## src/rtl/wb_result_select_if.sv

```systemverilog
// Writeback-select stage interface: instruction result inputs, data-memory return and
// register-file write port. The stage drives in_ready and the writeback/err signals.
interface wb_result_select_if #(
    parameter int XLEN = 32,
    parameter int NSRC = 4,
    parameter int SELW = 2
);
    logic                 in_valid;
    logic                 in_ready;
    logic [NSRC*XLEN-1:0] src_bus;
    logic [SELW-1:0]      sel;
    logic [4:0]           rd_in;
    logic [2:0]           funct3;
    logic [1:0]           addr_lo;
    logic [XLEN-1:0]      mem_rdata;
    logic                 mem_valid;
    logic                 wb_en;
    logic [4:0]           wb_rd;
    logic [XLEN-1:0]      wb_data;
    logic                 err;

    modport master (
        output in_valid, src_bus, sel, rd_in, funct3, addr_lo, mem_rdata, mem_valid,
        input  in_ready, wb_en, wb_rd, wb_data, err
    );

    modport slave (
        input  in_valid, src_bus, sel, rd_in, funct3, addr_lo, mem_rdata, mem_valid,
        output in_ready, wb_en, wb_rd, wb_data, err
    );
endinterface

```

## src/rtl/wb_result_select.sv

```systemverilog
// Writeback-select stage: picks one of NSRC results (or formatted load data), registers it
// onto the register-file write port, and stalls in WAIT_MEM until a load's data returns.
//
//   state    | meaning
//   IDLE     | ready; accepts one instruction per cycle
//   WAIT_MEM | load accepted without data; waiting for mem_valid or timeout
module wb_result_select #(
    parameter int XLEN    = 32,
    parameter int NSRC    = 4,
    parameter int SELW    = 2,
    parameter int MEM_IDX = 1,
    parameter int TIMEOUT = 16
) (
    input logic               clk,
    input logic               reset,
    wb_result_select_if.slave bus
);
    typedef enum logic {IDLE, WAIT_MEM} state_t;

    localparam int CW = (TIMEOUT > 1) ? $clog2(TIMEOUT) : 1;
    localparam logic [CW-1:0] CNT_LAST = CW'((TIMEOUT > 0) ? TIMEOUT - 1 : 0);

    state_t          state_q;
    logic [CW-1:0]   cnt_q;
    logic [4:0]      ld_rd_q;
    logic [2:0]      ld_f3_q;
    logic [1:0]      ld_lo_q;
    logic            wb_en_q;
    logic [4:0]      wb_rd_q;
    logic [XLEN-1:0] wb_data_q;
    logic            err_q;

    logic            accept;
    logic            sel_is_mem;
    logic            sel_legal;
    logic [XLEN-1:0] src_word;
    logic [2:0]      ld_f3;
    logic [1:0]      ld_lo;
    logic [XLEN-1:0] load_word;

    function automatic logic [XLEN-1:0] fmt_load(input logic [XLEN-1:0] raw,
                                                 input logic [2:0] f3,
                                                 input logic [1:0] lo);
        logic [7:0]  b;
        logic [15:0] h;
        logic [31:0] w;
        b = raw[{lo, 3'b000} +: 8];
        h = raw[{lo[1], 4'b0000} +: 16];
        w = raw[31:0];
        case (f3)
            3'b000:  fmt_load = XLEN'(signed'(b));
            3'b001:  fmt_load = XLEN'(signed'(h));
            3'b010:  fmt_load = XLEN'(signed'(w));
            3'b100:  fmt_load = XLEN'(b);
            3'b101:  fmt_load = XLEN'(h);
            3'b110:  fmt_load = XLEN'(w);
            default: fmt_load = raw;
        endcase
    endfunction

    assign bus.in_ready = (state_q == IDLE) && !reset;
    assign accept       = bus.in_valid && bus.in_ready;
    assign sel_is_mem   = int'(bus.sel) == MEM_IDX;
    assign sel_legal    = int'(bus.sel) < NSRC;

    // In WAIT_MEM the captured load attributes apply; the live inputs belong to the next instruction.
    assign ld_f3     = (state_q == WAIT_MEM) ? ld_f3_q : bus.funct3;
    assign ld_lo     = (state_q == WAIT_MEM) ? ld_lo_q : bus.addr_lo;
    assign load_word = fmt_load(bus.mem_rdata, ld_f3, ld_lo);

    always_comb begin
        src_word = '0;
        for (int i = 0; i < NSRC; i++) begin
            if (int'(bus.sel) == i) src_word = bus.src_bus[i*XLEN +: XLEN];
        end
    end

    always_ff @(posedge clk or posedge reset) begin
        if (reset) begin
            state_q   <= IDLE;
            cnt_q     <= '0;
            ld_rd_q   <= '0;
            ld_f3_q   <= '0;
            ld_lo_q   <= '0;
            wb_en_q   <= 1'b0;
            wb_rd_q   <= '0;
            wb_data_q <= '0;
            err_q     <= 1'b0;
        end else begin
            wb_en_q <= 1'b0;
            err_q   <= 1'b0;
            case (state_q)
                IDLE: begin
                    if (accept) begin
                        if (sel_is_mem) begin
                            if (bus.mem_valid) begin
                                wb_data_q <= load_word;
                                wb_rd_q   <= bus.rd_in;
                                wb_en_q   <= bus.rd_in != 5'd0;
                            end else begin
                                ld_rd_q <= bus.rd_in;
                                ld_f3_q <= bus.funct3;
                                ld_lo_q <= bus.addr_lo;
                                cnt_q   <= '0;
                                state_q <= WAIT_MEM;
                            end
                        end else if (sel_legal) begin
                            wb_data_q <= src_word;
                            wb_rd_q   <= bus.rd_in;
                            wb_en_q   <= bus.rd_in != 5'd0;
                        end else begin
                            wb_data_q <= '0;
                            err_q     <= 1'b1;
                        end
                    end
                end
                WAIT_MEM: begin
                    if (bus.mem_valid) begin
                        wb_data_q <= load_word;
                        wb_rd_q   <= ld_rd_q;
                        wb_en_q   <= ld_rd_q != 5'd0;
                        state_q   <= IDLE;
                    end else if (TIMEOUT > 0 && cnt_q == CNT_LAST) begin
                        err_q   <= 1'b1;
                        state_q <= IDLE;
                    end else begin
                        cnt_q <= cnt_q + 1'b1;
                    end
                end
                default: state_q <= IDLE;
            endcase
        end
    end

    assign bus.wb_en   = wb_en_q;
    assign bus.wb_rd   = wb_rd_q;
    assign bus.wb_data = wb_data_q;
    assign bus.err     = err_q;
endmodule

```

## src/flat_wrapper.sv

```systemverilog
// flat-port wrapper written by rule: the top's interface ports become plain ports
module wb_result_select_flat 
#(
    parameter int XLEN    = 32,
    parameter int NSRC    = 4,
    parameter int SELW    = 2,
    parameter int MEM_IDX = 1,
    parameter int TIMEOUT = 16
)
  (clk, reset, bus_in_valid, bus_src_bus, bus_sel, bus_rd_in, bus_funct3, bus_addr_lo, bus_mem_rdata, bus_mem_valid, bus_in_ready, bus_wb_en, bus_wb_rd, bus_wb_data, bus_err);
  wb_result_select_if #(.XLEN(XLEN), .NSRC(NSRC), .SELW(SELW)) bus_i ();
  input logic clk;
  input logic reset;
  input wire logic [$bits(bus_i.in_valid)-1:0] bus_in_valid;
  input wire logic [$bits(bus_i.src_bus)-1:0] bus_src_bus;
  input wire logic [$bits(bus_i.sel)-1:0] bus_sel;
  input wire logic [$bits(bus_i.rd_in)-1:0] bus_rd_in;
  input wire logic [$bits(bus_i.funct3)-1:0] bus_funct3;
  input wire logic [$bits(bus_i.addr_lo)-1:0] bus_addr_lo;
  input wire logic [$bits(bus_i.mem_rdata)-1:0] bus_mem_rdata;
  input wire logic [$bits(bus_i.mem_valid)-1:0] bus_mem_valid;
  output wire logic [$bits(bus_i.in_ready)-1:0] bus_in_ready;
  output wire logic [$bits(bus_i.wb_en)-1:0] bus_wb_en;
  output wire logic [$bits(bus_i.wb_rd)-1:0] bus_wb_rd;
  output wire logic [$bits(bus_i.wb_data)-1:0] bus_wb_data;
  output wire logic [$bits(bus_i.err)-1:0] bus_err;
  assign bus_i.in_valid = bus_in_valid;
  assign bus_i.src_bus = bus_src_bus;
  assign bus_i.sel = bus_sel;
  assign bus_i.rd_in = bus_rd_in;
  assign bus_i.funct3 = bus_funct3;
  assign bus_i.addr_lo = bus_addr_lo;
  assign bus_i.mem_rdata = bus_mem_rdata;
  assign bus_i.mem_valid = bus_mem_valid;
  assign bus_in_ready = bus_i.in_ready;
  assign bus_wb_en = bus_i.wb_en;
  assign bus_wb_rd = bus_i.wb_rd;
  assign bus_wb_data = bus_i.wb_data;
  assign bus_err = bus_i.err;
  wb_result_select #(.XLEN(XLEN), .NSRC(NSRC), .SELW(SELW), .MEM_IDX(MEM_IDX), .TIMEOUT(TIMEOUT)) u_core (.clk(clk), .reset(reset), .bus(bus_i));
endmodule
```

## config.mk

```make
export PLATFORM = sky130hd
export DESIGN_NAME = wb_result_select_flat
export DESIGN_NICKNAME = d
export VERILOG_FILES = /design/src/rtl/wb_result_select_if.sv /design/src/rtl/wb_result_select.sv /design/src/flat_wrapper.sv
export SDC_FILE = /design/constraint.sdc
export NUM_CORES = 1
export LEC_CHECK = 0
export CAP_MARGIN = 25
export CORE_ASPECT_RATIO = 2
export CORE_UTILIZATION = 37
export CTS_BUF_LIST = sky130_fd_sc_hd__clkbuf_8
export DETAILED_ROUTE_END_ITERATION = 6
export PLACE_DENSITY = 0.79
export SLEW_MARGIN = 15
export SYNTH_ARGS = -nofsm -noshare
export SYNTH_HDL_FRONTEND = slang
export SYNTH_SLANG_ARGS = --single-unit
```

## constraint.sdc

```tcl
create_clock -name clk -period 1.7 [get_ports clk]
set_input_delay 0.17 -clock clk [delete_from_list [all_inputs] [get_ports clk]]
set_output_delay 0.17 -clock clk [all_outputs]
set_load 0.01 [all_outputs]
```

==> metrics.txt, run 1 <==
first-pass GRT wire length=28720 um; Layout Nets=926; Die ar.=0.01171 mm^2; max-slew violations=0; final routed DRC violation total=0; vias in the first global route=5666; Critical Path End Type=register; H-tree depth=2; met1 wire length=approximately 6200 um; Yosys warnings=0; fraction of final layout cells with drive strength greater than 1=30.31%; Post-synth EDFFs=0; CTS tree=built; endpoints failing hold=0; Final Skew=~14 ps; metal2 WL=between 9000 and 10000 um; Setup Crit Path Kind=reg -> reg; largest net degree at the start of global routing=36; worst vdd ir=0.0004649 V; Post-Syn Nets=676; RSZ-0062 raised after global routing=yes; Synth Area in Adders=less than 1%; vias per cell=6.116; PwrDens=641.5 mW/mm^2; register bit total from synthesis=54; max_cap viols=0; XOR/XNOR Fraction of Synth Area=0.4204%; n_diodes=0; vias=5437; FP Rows=54; R2R Path Start=u_core.state_q; Netlist cell types=54; Min-Delay Path Class=in -> async; post-synthesis mux area share=about 15%; initial antenna violation count=0; Post-Synthesis Cells=499; Worst Path Required=1940 ps; HPWL after DPL=around 13000 um; smallest setup slack after layout=-183.3 ps; clock transition at the registers of the reported paths=~110 ps; CP peak stage delay=460 ps; register area share after synthesis=32.43%; commonest non-fill, non-tap cells in the layout=clkdlybuf4s50_1 (181), nand2_1 (87), buf_4 (71); Routed WL per cell=20.86 um; Worst Path Arrival=2130 ps; most common cell after layout, fill and taps aside=clkdlybuf4s50_1; I/O pin count=216; flop2flop setup slack=-180 ps; grt ovf=0; Worst R2R Path Depth=8; Die Span Y=152.1 um; Least-Margin Pin Slew=465.9 ps; initial DRC count=between 600 and 700; asr flop ratio synth=100.0%; count of final setup violators=38; main combinational cell family by area after synthesis=compound AO/OA/AOI/OAI gates; total global routing track utilization=30.89%; Max Fclk=531.0 MHz; Mean Syn Cell Area=approximately 8.3 um^2; Tcrit/Tclk final=110.8%; Compound-Gate Fraction of Synth Area=a little under a third; critical path fanouts, max=7; slowest CP cell=dfrtp_2; total power=4.780 mW; Max clock buf depth=2; CORE AREA=0.01095 mm^2; synthesized area=~0.0042 mm^2; met3 wire len=1570 um; startpoint types=register; outcome=finished, violations left; Root Buffer=clkbuf_8; drt first pass iters=7; Rel. slew slack=between 60% and 70%; GPL Wtd Cong=1.012; CTS Buf Count=5; Top Layer Used=met4; Main synth FF type=dfrtp_1; failing checks=negative setup slack; wirelength, routed=18540 um; Buffers on Ports=183; Synth Area in Simple Gates=16.49%; P&R area growth vs syn=78.83%; Die W=77.04 um; Starting Density=38.07%; worst skew pair latency=around 320 ps; Sink Count=54; ANT nets after route=0; final setup TNS=-4430 ps; critical-path cell list=buf_6 -> mux2_4 -> buf_4 -> buf_4 -> nor3_4 -> nor2_4 -> buf_6 -> a22oi_2; LEAKAGE=2.964 nW; Final Critical Period=1883 ps; Reg-to-Reg End=u_core.bus.wb_data[30]
-- timing repair --
item / in CTS / in global routing
hold buffers: 0 / 0
hold endpoints to repair: 0 / 0
resized for setup: 83 / 42
buffers inserted: 14 / 9
pin swaps: 27 / 23
setup endpoints to repair: 45 / 48
gates cloned: 0 / 1
-- power by group --
group / leakage, nW / internal [mW] / switching, mW
Clock: 0.0466 / 0.274 / 0.437
Combinational: 2.26 / 1.29 / 1.01
Sequential: 0.661 / 1.54 / 0.236
-- per-layer routing --
layer | GRT usage, % | vias up
met5 | 0 | -
met3 | 4.985 | 103
met2 | 54.68 | 368
met4 | 20.84 | 0
met1 | 32.95 | 2555
li1 | - | 2411
-- kinds of logic (layout without fill, tap and decap cells) --
family / count (synthesis) / after routing
and+or+nand+nor: 151 / 152
DFF: 54 / 54
muxes: 55 / 55
xor gates and xnor gates: 2 / 2
buffers and inverters: 49 / 298
adders and majority gates: 1 / 1
AOI/OAI and AO/OA: 187 / 187
-- Yosys cell counts, types with 2 or more instances --
library cell / n / area, um^2
mux2i_1: 11 / 110.1
a221o_1: 14 / 140.1
nand2b_1: 4 / 25.02
nor3b_2: 2 / 25.02
nand3_1: 24 / 120.1
o22ai_1: 32 / 200.2
dfrtp_1: 54 / 1351
nor3_1: 5 / 25.02
o2111ai_1: 4 / 35.03
a22oi_1: 15 / 112.6
a21oi_2: 2 / 17.52
nand2_1: 91 / 341.6
clkbuf_1: 24 / 90.09
xor2_1: 2 / 17.52
inv_1: 9 / 33.78
o21ai_1: 2 / 10.01
a221oi_1: 14 / 122.6
o21ai_0: 48 / 240.2
or4_1: 2 / 15.01
mux2_2: 40 / 450.4
o211ai_1: 9 / 67.56
mux2_4: 2 / 30.03
a31oi_1: 2 / 12.51
nor2_1: 10 / 37.54
a21o_1: 2 / 15.01
a32oi_1: 5 / 43.79
nor2b_1: 3 / 18.77
o221ai_1: 5 / 43.79
a21oi_1: 26 / 130.1
buf_2: 12 / 60.06
-- per-stage QoR --
step | hold slack [ps] | util [%] | std cells | setup WS (ps) | instance area (um^2)
detailed placement | 474.0 | 60.93 | 860 | -781.7 | 6669
global placement | 468.3 | 60.93 | 860 | -612.8 | 6669
finish | 378.0 | 68.07 | 889 | -183.3 | 7451
global route | 420.8 | 68.07 | 889 | -278.9 | 7451
floorplan | 319.0 | - | 499 | -109.8 | 4197
CTS | 373.5 | 65.72 | 880 | -181.6 | 7193
-- worst max-delay path by stage --
stage	slack (ps)	start	depth (start not counted)	endpoint
2_1_floorplan	-110	u_core.state_q	7	u_core.bus.wb_data[17]
3_3_place_gp	-610	bus_sel[0]	6	u_core.bus.wb_data[23]
3_5_place_dp	-780	bus_sel[0]	6	u_core.bus.wb_data[30]
4_1_cts	-180	u_core.state_q	5	u_core.bus.wb_data[11]
5_1_grt	-280	u_core.state_q	7	u_core.bus.wb_data[30]
6_report	-180	u_core.state_q	8	u_core.bus.wb_data[30]
-- registers in the layout (all words and copies together) (netlist names) --
signal,count
u_core.state_q,1
u_core.bus.err,1
u_core.ld_rd_q,5
u_core.bus.wb_rd,5
u_core.ld_lo_q,2
u_core.ld_f3_q,3
u_core.cnt_q,4
u_core.bus.wb_data,32
u_core.bus.wb_en,1
-- area by class of cell --
type,count,area [um^2]
timing repair buffer,281,2759
sequential,54,1353
inverter,10,37.54
clock inverter,2,7.507
fill,866,3495
tap,140,175.2
clock buffer,5,68.82
multi-input combinational,397,3050
-- worst max-delay path, delay by kind of cell (launching register included) --
kind / cells / cell delay [ps]
buffers and inverters: 4 / 590
AOI/OAI and AO/OA: 1 / 150
muxes: 1 / 310
DFF: 1 / 460
and+or+nand+nor: 2 / 300
No activity file was read; power rests on OpenSTA's default activity.
==> inputs of run 2 (changes only) <==
==> constraint.sdc (replaced) <==
create_clock -name clk -period 1.7 [get_ports clk]
set_input_delay 0.17 -clock clk [delete_from_list [all_inputs] [get_ports clk]]
set_output_delay 0.17 -clock clk [all_outputs]
set_load 0.02 [all_outputs]
==> metrics.txt, run 2 (synthesis gave the netlist of run 1 again) <==
outcome=finished, violations left; failing checks=negative setup slack; worst vdd ir=0.0004904 V (+5.5%); commonest non-fill, non-tap cells in the layout=clkdlybuf4s50_1 (181), nand2_1 (78), buf_4 (67); Cells after DPL=860 (unchanged); Max clock buf depth=2 (unchanged); Sink Count=54 (unchanged); Worst Path Required=1890 ps (-50 ps); final routed DRC violation total=0 (unchanged); PwrDens=657.8 mW/mm^2 (+2.5%); Area after DPL=0.006669 mm^2 (unchanged); grt ovf=0 (unchanged); smallest setup slack after layout=-219.3 ps (-36.03 ps); Buffers on Ports=183 (unchanged); endpoints failing hold=0 (unchanged); max FFs per register=32 (unchanged); Min-Delay Path Class=in -> reg; fillers=839 (-3.1%); Starting Density=38.07% (unchanged); P&R area growth vs syn=79.28%; initial DRC count=628 (-7.1%); CTS Buf Count=5 (unchanged); Layout Nets=924 (-0.22%); Finished Cell Area=0.007470 mm^2 (+0.25%); final setup TNS=-6141 ps (-1712 ps); RSZ-0062 raised after global routing=yes; vias per cell=6.110 (about the same); Final Critical Period=1919 ps (+36.03 ps); Routed WL per cell=20.80 um (-0.30%); drt first pass iters=6 (-1); LEAKAGE=2.983 nW (+0.64%); total global routing track utilization=30.63% (-0.26 points); pre-CTS setup slack=-781.7 ps (unchanged); n_diodes=0 (unchanged); Max Fclk=521.0 MHz (-1.9%); Die ar.=0.01171 mm^2 (unchanged); Layout Cells excl Fill=887 (-0.22%); count of final setup violators=39 (+2.6%); first-pass GRT wire length=28430 um (-1.0%); GPL Wtd Cong=1.012 (unchanged); vias in the first global route=5560 (-1.9%); vias=5420 (-0.31%); Least-Margin Pin Slew=432.3 ps (-33.64 ps); most common cell after layout, fill and taps aside=clkdlybuf4s50_1; startpoint types=register; clock transition at the registers of the reported paths=110 ps (about the same); wirelength, routed=18450 um (-0.52%); Worst Path Arrival=2110 ps (-20 ps); Final Skew=11.30 ps (-2.227 ps); Rel. slew slack=70.36% (+1.4 points); worst skew pair latency=320 ps (about the same); # hold bufs at CTS=0 (unchanged); CORE AREA=0.01095 mm^2 (unchanged); hold depth=4; FP Rows=54 (unchanged); Most common cell on crit path=buf_6; Hold WS=383.9 ps (+5.881 ps); H-tree depth=2 (unchanged); max_cap viols=0 (unchanged); ANT nets after route=0 (unchanged); slowest CP cell=dfrtp_2; CTS tree=built; initial antenna violation count=0 (unchanged); CP peak stage delay=480 ps (+20 ps); Root Buffer=clkbuf_8; Tcrit/Tclk final=112.9% (+2.1 points); largest net degree at the start of global routing=36 (unchanged); Worst R2R Path Depth=6 (-2); Die W=77.04 um (unchanged); critical path fanouts, max=14 (+7); critical-path cell list=buf_6 -> buf_6 -> mux2_4 -> buf_16 -> a221oi_1 -> a22oi_2; max-slew violations=0 (unchanged); Critical Path End Type=register; HPWL after DPL=13410 um (unchanged); Setup Crit Path Kind=reg -> reg; I/O pin count=216 (unchanged); Die Span Y=152.1 um (unchanged); fraction of final layout cells with drive strength greater than 1=29.59% (-0.72 points)
==> run 2: what timing repair did <==
| action | 4_1_cts | 5_1_grt |
|---|---|---|
| pin swaps | 21 | 40 |
| setup endpoints to repair | 45 | 52 |
| resized for setup | 58 | 65 |
| buffers inserted | 9 | 12 |
| gates cloned | 1 | 1 |
==> run 2: power breakdown <==
part | internal [mW] | switching (mW)
logic | 1.28 | 1.14
registers | 1.54 | 0.236
clock network | 0.274 | 0.441
==> run 2: per-stage QoR <==
stage | power, mW | utilization (%)
final | 4.914 | 68.24
after global routing | 5.139 | 68.24
after CTS | 4.739 | 64.56
after detailed placement | 3.912 | 60.93
after global placement | 3.845 | 60.93
after floorplan | 2.722 | -
==> run 2: metal layers <==
metal / track usage [%] / wire, um / vias up
li1: - / - / 2409
met1: 33.16 / 6166 / 2540
met2: 54.59 / 9475 / 358
met3: 4.925 / 1435 / 113
met4: 18.78 / 1368 / 0
met5: 0 / 0 / -
==> run 2: worst paths after layout <==
path	from	endpoint	slack, ps
max	u_core.state_q	u_core.bus.wb_data[20]	-220
min in group asynchronous	reset	u_core.bus.wb_data[31]	420
min reg2reg	u_core.bus.wb_rd[3]	u_core.bus.wb_rd[3]	500
max reg2reg	u_core.state_q	u_core.bus.wb_data[20]	-220
min	bus_sel[1]	u_core.bus.wb_en	380
max in group asynchronous	reset	u_core.state_q	870
==> run 2: area by class of cell <==
class	count	area (um^2)	area share, %
Clock buffer	5	68.82	0.9213
Timing Repair Buffer	280	2815	37.69
Sequential cell	54	1353	18.11
Multi-Input combinational cell	396	3013	40.34
Tap cell	140	175.2	2.345
Inverter	10	37.54	0.5025
Clock inverter	2	7.507	0.1005
==> run 2: worst max-delay path, delay by kind of cell, from the launching register on <==
family	cells	cell delay [ps]
flip-flops	1	480
multiplexers	1	380
AO/OA/AOI/OAI	2	470
buffers and inverters	3	460
==> inputs of run 3 (changes only) <==
--- a/config.mk
+++ b/config.mk
@@ -11,6 +11,7 @@
 export CTS_BUF_LIST = sky130_fd_sc_hd__clkbuf_8
 export DETAILED_ROUTE_END_ITERATION = 6
 export PLACE_DENSITY = 0.79
+export REMOVE_ABC_BUFFERS = 1
 export SLEW_MARGIN = 15
 export SYNTH_ARGS = -nofsm -noshare
 export SYNTH_HDL_FRONTEND = slang
==> metrics.txt, run 3 (synthesis gave the netlist of run 1 again) <==
PwrDens=667.2 mW/mm^2 (+1.4%); first-pass GRT wire length=27700 um (-2.6%); # hold bufs at CTS=0 (unchanged); commonest non-fill, non-tap cells in the layout=clkdlybuf4s50_1 (181), nand2_1 (90), buf_4 (70); Max Fclk=525.4 MHz (+0.84%); max-slew violations=0 (unchanged); Starting Density=38.07% (unchanged); Die Span Y=152.1 um (unchanged); Critical Path End Type=register; Layout Nets=921 (-0.32%); critical path fanouts, max=7 (-7); final setup TNS=-5674 ps (+467.3 ps); grt ovf=0 (unchanged); LEAKAGE=2.915 nW (-2.3%); Gate power share=47.7% (-1.6 points); Worst Path Arrival=2110 ps (about the same); worst skew pair latency=330 ps (about the same); pre-CTS setup slack=-709.8 ps (+71.98 ps); Sink Count=54 (unchanged); CTS Buf Count=5 (unchanged); Least-Margin Pin Slew=342.2 ps (-90.13 ps); total global routing track utilization=30.05% (-0.58 points); largest net degree at the start of global routing=55 (+53%); clock transition at the registers of the reported paths=110 ps (about the same); Worst Path Required=1900 ps (about the same); n_diodes=0 (unchanged); Min-Delay Path Class=in -> async; max FFs per register=32 (unchanged); Reg power frac=36.1% (about the same); max_cap viols=0 (unchanged); Buffers on Ports=183 (unchanged); initial antenna violation count=0 (unchanged); fillers=909 (+8.3%); HPWL after DPL=13580 um (+1.3%); P&R area growth vs syn=75.80%; Multi-input gate area=0.002964 mm^2 (-1.6%); Final Skew=7.289 ps (-4.014 ps); ANT nets after route=0 (unchanged); Final Critical Period=1903 ps (-15.93 ps); wirelength, routed=17570 um (-4.7%); drt first pass iters=5 (-1); I/O pin count=216 (unchanged); RSZ-0062 raised after global routing=yes; CTS tree=built; Rel. slew slack=76.54% (+6.2 points); Tcrit/Tclk final=112.0% (-0.94 points); Internal=3.072 mW (-0.69%); final routed DRC violation total=0 (unchanged); Routed WL per cell=19.85 um (-4.5%); Psw=1.815 mW (-0.29%); Die ar.=0.01171 mm^2 (unchanged); GPL Wtd Cong=0.9066 (-10%); CORE AREA=0.01095 mm^2 (unchanged); count of final setup violators=46 (+18%); outcome=finished, violations left; Max clock buf depth=2 (unchanged); total power=4.887 mW (-0.54%); startpoint types=register; vias per cell=5.879 (-3.8%); FP Rows=54 (unchanged); most common cell after layout, fill and taps aside=clkdlybuf4s50_1; worst vdd ir=0.0005004 V (+2.0%); vias=5203 (-4.0%); Clk pwr share=16.2% (+1.6 points); failing checks=negative setup slack; endpoints failing hold=0 (unchanged); fraction of final layout cells with drive strength greater than 1=27.52% (-2.1 points); Root Buffer=clkbuf_8; Sw Share=37.14% (+0.094 points); initial DRC count=384 (-39%); Die W=77.04 um (unchanged); sequential cell area=0.001353 mm^2 (unchanged); H-tree depth=2 (unchanged); smallest setup slack after layout=-203.4 ps (+15.93 ps); vias in the first global route=5377 (-3.3%); Setup Crit Path Kind=reg -> reg
[run 3: changes by cell type in the layout (fill, tap and decap cells not counted), sizes merged]
cell	delta
clkinv	+3
inv	-2
clkbuf	-1
buf	-2
[run 3: metrics by stage]
step                hold WS [ps]  area [um^2]  utilization [%]  std cells
floorplan                  286.8         3994                -        460
global placement           472.5         6706            61.27        864
detailed placement         475.4         6714            61.34        865
CTS                        442.2         7243            66.18        880
global route               466.0         7325            66.92        885
finish                     409.5         7325            66.92        885
[run 3: final timing paths]
kind,startpoint,endpoint,slack (ps),cells past startpoint
min reg2reg,u_core.bus.wb_rd[2],u_core.bus.wb_rd[2],500,2
max reg2reg,u_core.state_q,u_core.bus.wb_data[10],-200,5
min in group clk,bus_sel[1],u_core.bus.wb_en,420,4
max,u_core.state_q,u_core.bus.wb_data[10],-200,5
min,reset,u_core.bus.wb_rd[0],410,4
max in group asynchronous,reset,u_core.state_q,980,4
[run 3: repair_timing]
item | in CTS | in global routing
pin swaps | 36 | 12
cloned | 1 | 0
buffers inserted | 6 | 5
hold endpoints to repair | 0 | 0
endpoints found under the setup margin | 54 | 50
resized for setup | 84 | 10
[run 3: cell type report]
class / instances / share of cell area, %
clock inverter: 3 / 0.3587
sequential: 54 / 18.47
timing repair buffer: 277 / 36.86
tap: 140 / 2.392
clock buffer: 5 / 0.9395
inverter: 10 / 0.5125
multi-input combinational: 396 / 40.47
[run 3: power by group through the flow]
stage | sequential (mW) | clock, mW | combinational, mW
4_1_cts | 1.76 | 0.809 | 2.30
6_report | 1.77 | 0.790 | 2.33
5_1_grt | 1.80 | 0.843 | 2.47
3_3_place_gp | 1.76 | 0 | 2.10
2_1_floorplan | 1.97 | 0 | 0.694
3_5_place_dp | 1.77 | 0 | 2.17
[run 3: routing by layer]
| metal | global-route usage, % | vias to the layer above | routed length, um |
|---|---|---|---|
| li1 | - | 2402 | - |
| met1 | 31.91 | 2463 | 5938 |
| met2 | 55.91 | 269 | 9656 |
| met3 | 3.784 | 69 | 1004 |
| met4 | 16.53 | 0 | 971 |
| met5 | 0 | - | 0 |
[run 3: critical path: stages (launching register included)]
cell	delay [ps]
dfrtp_2	460
mux2_4	340
mux4_2	440
a21o_4	260
o2111ai_1	200
nand3_1	100
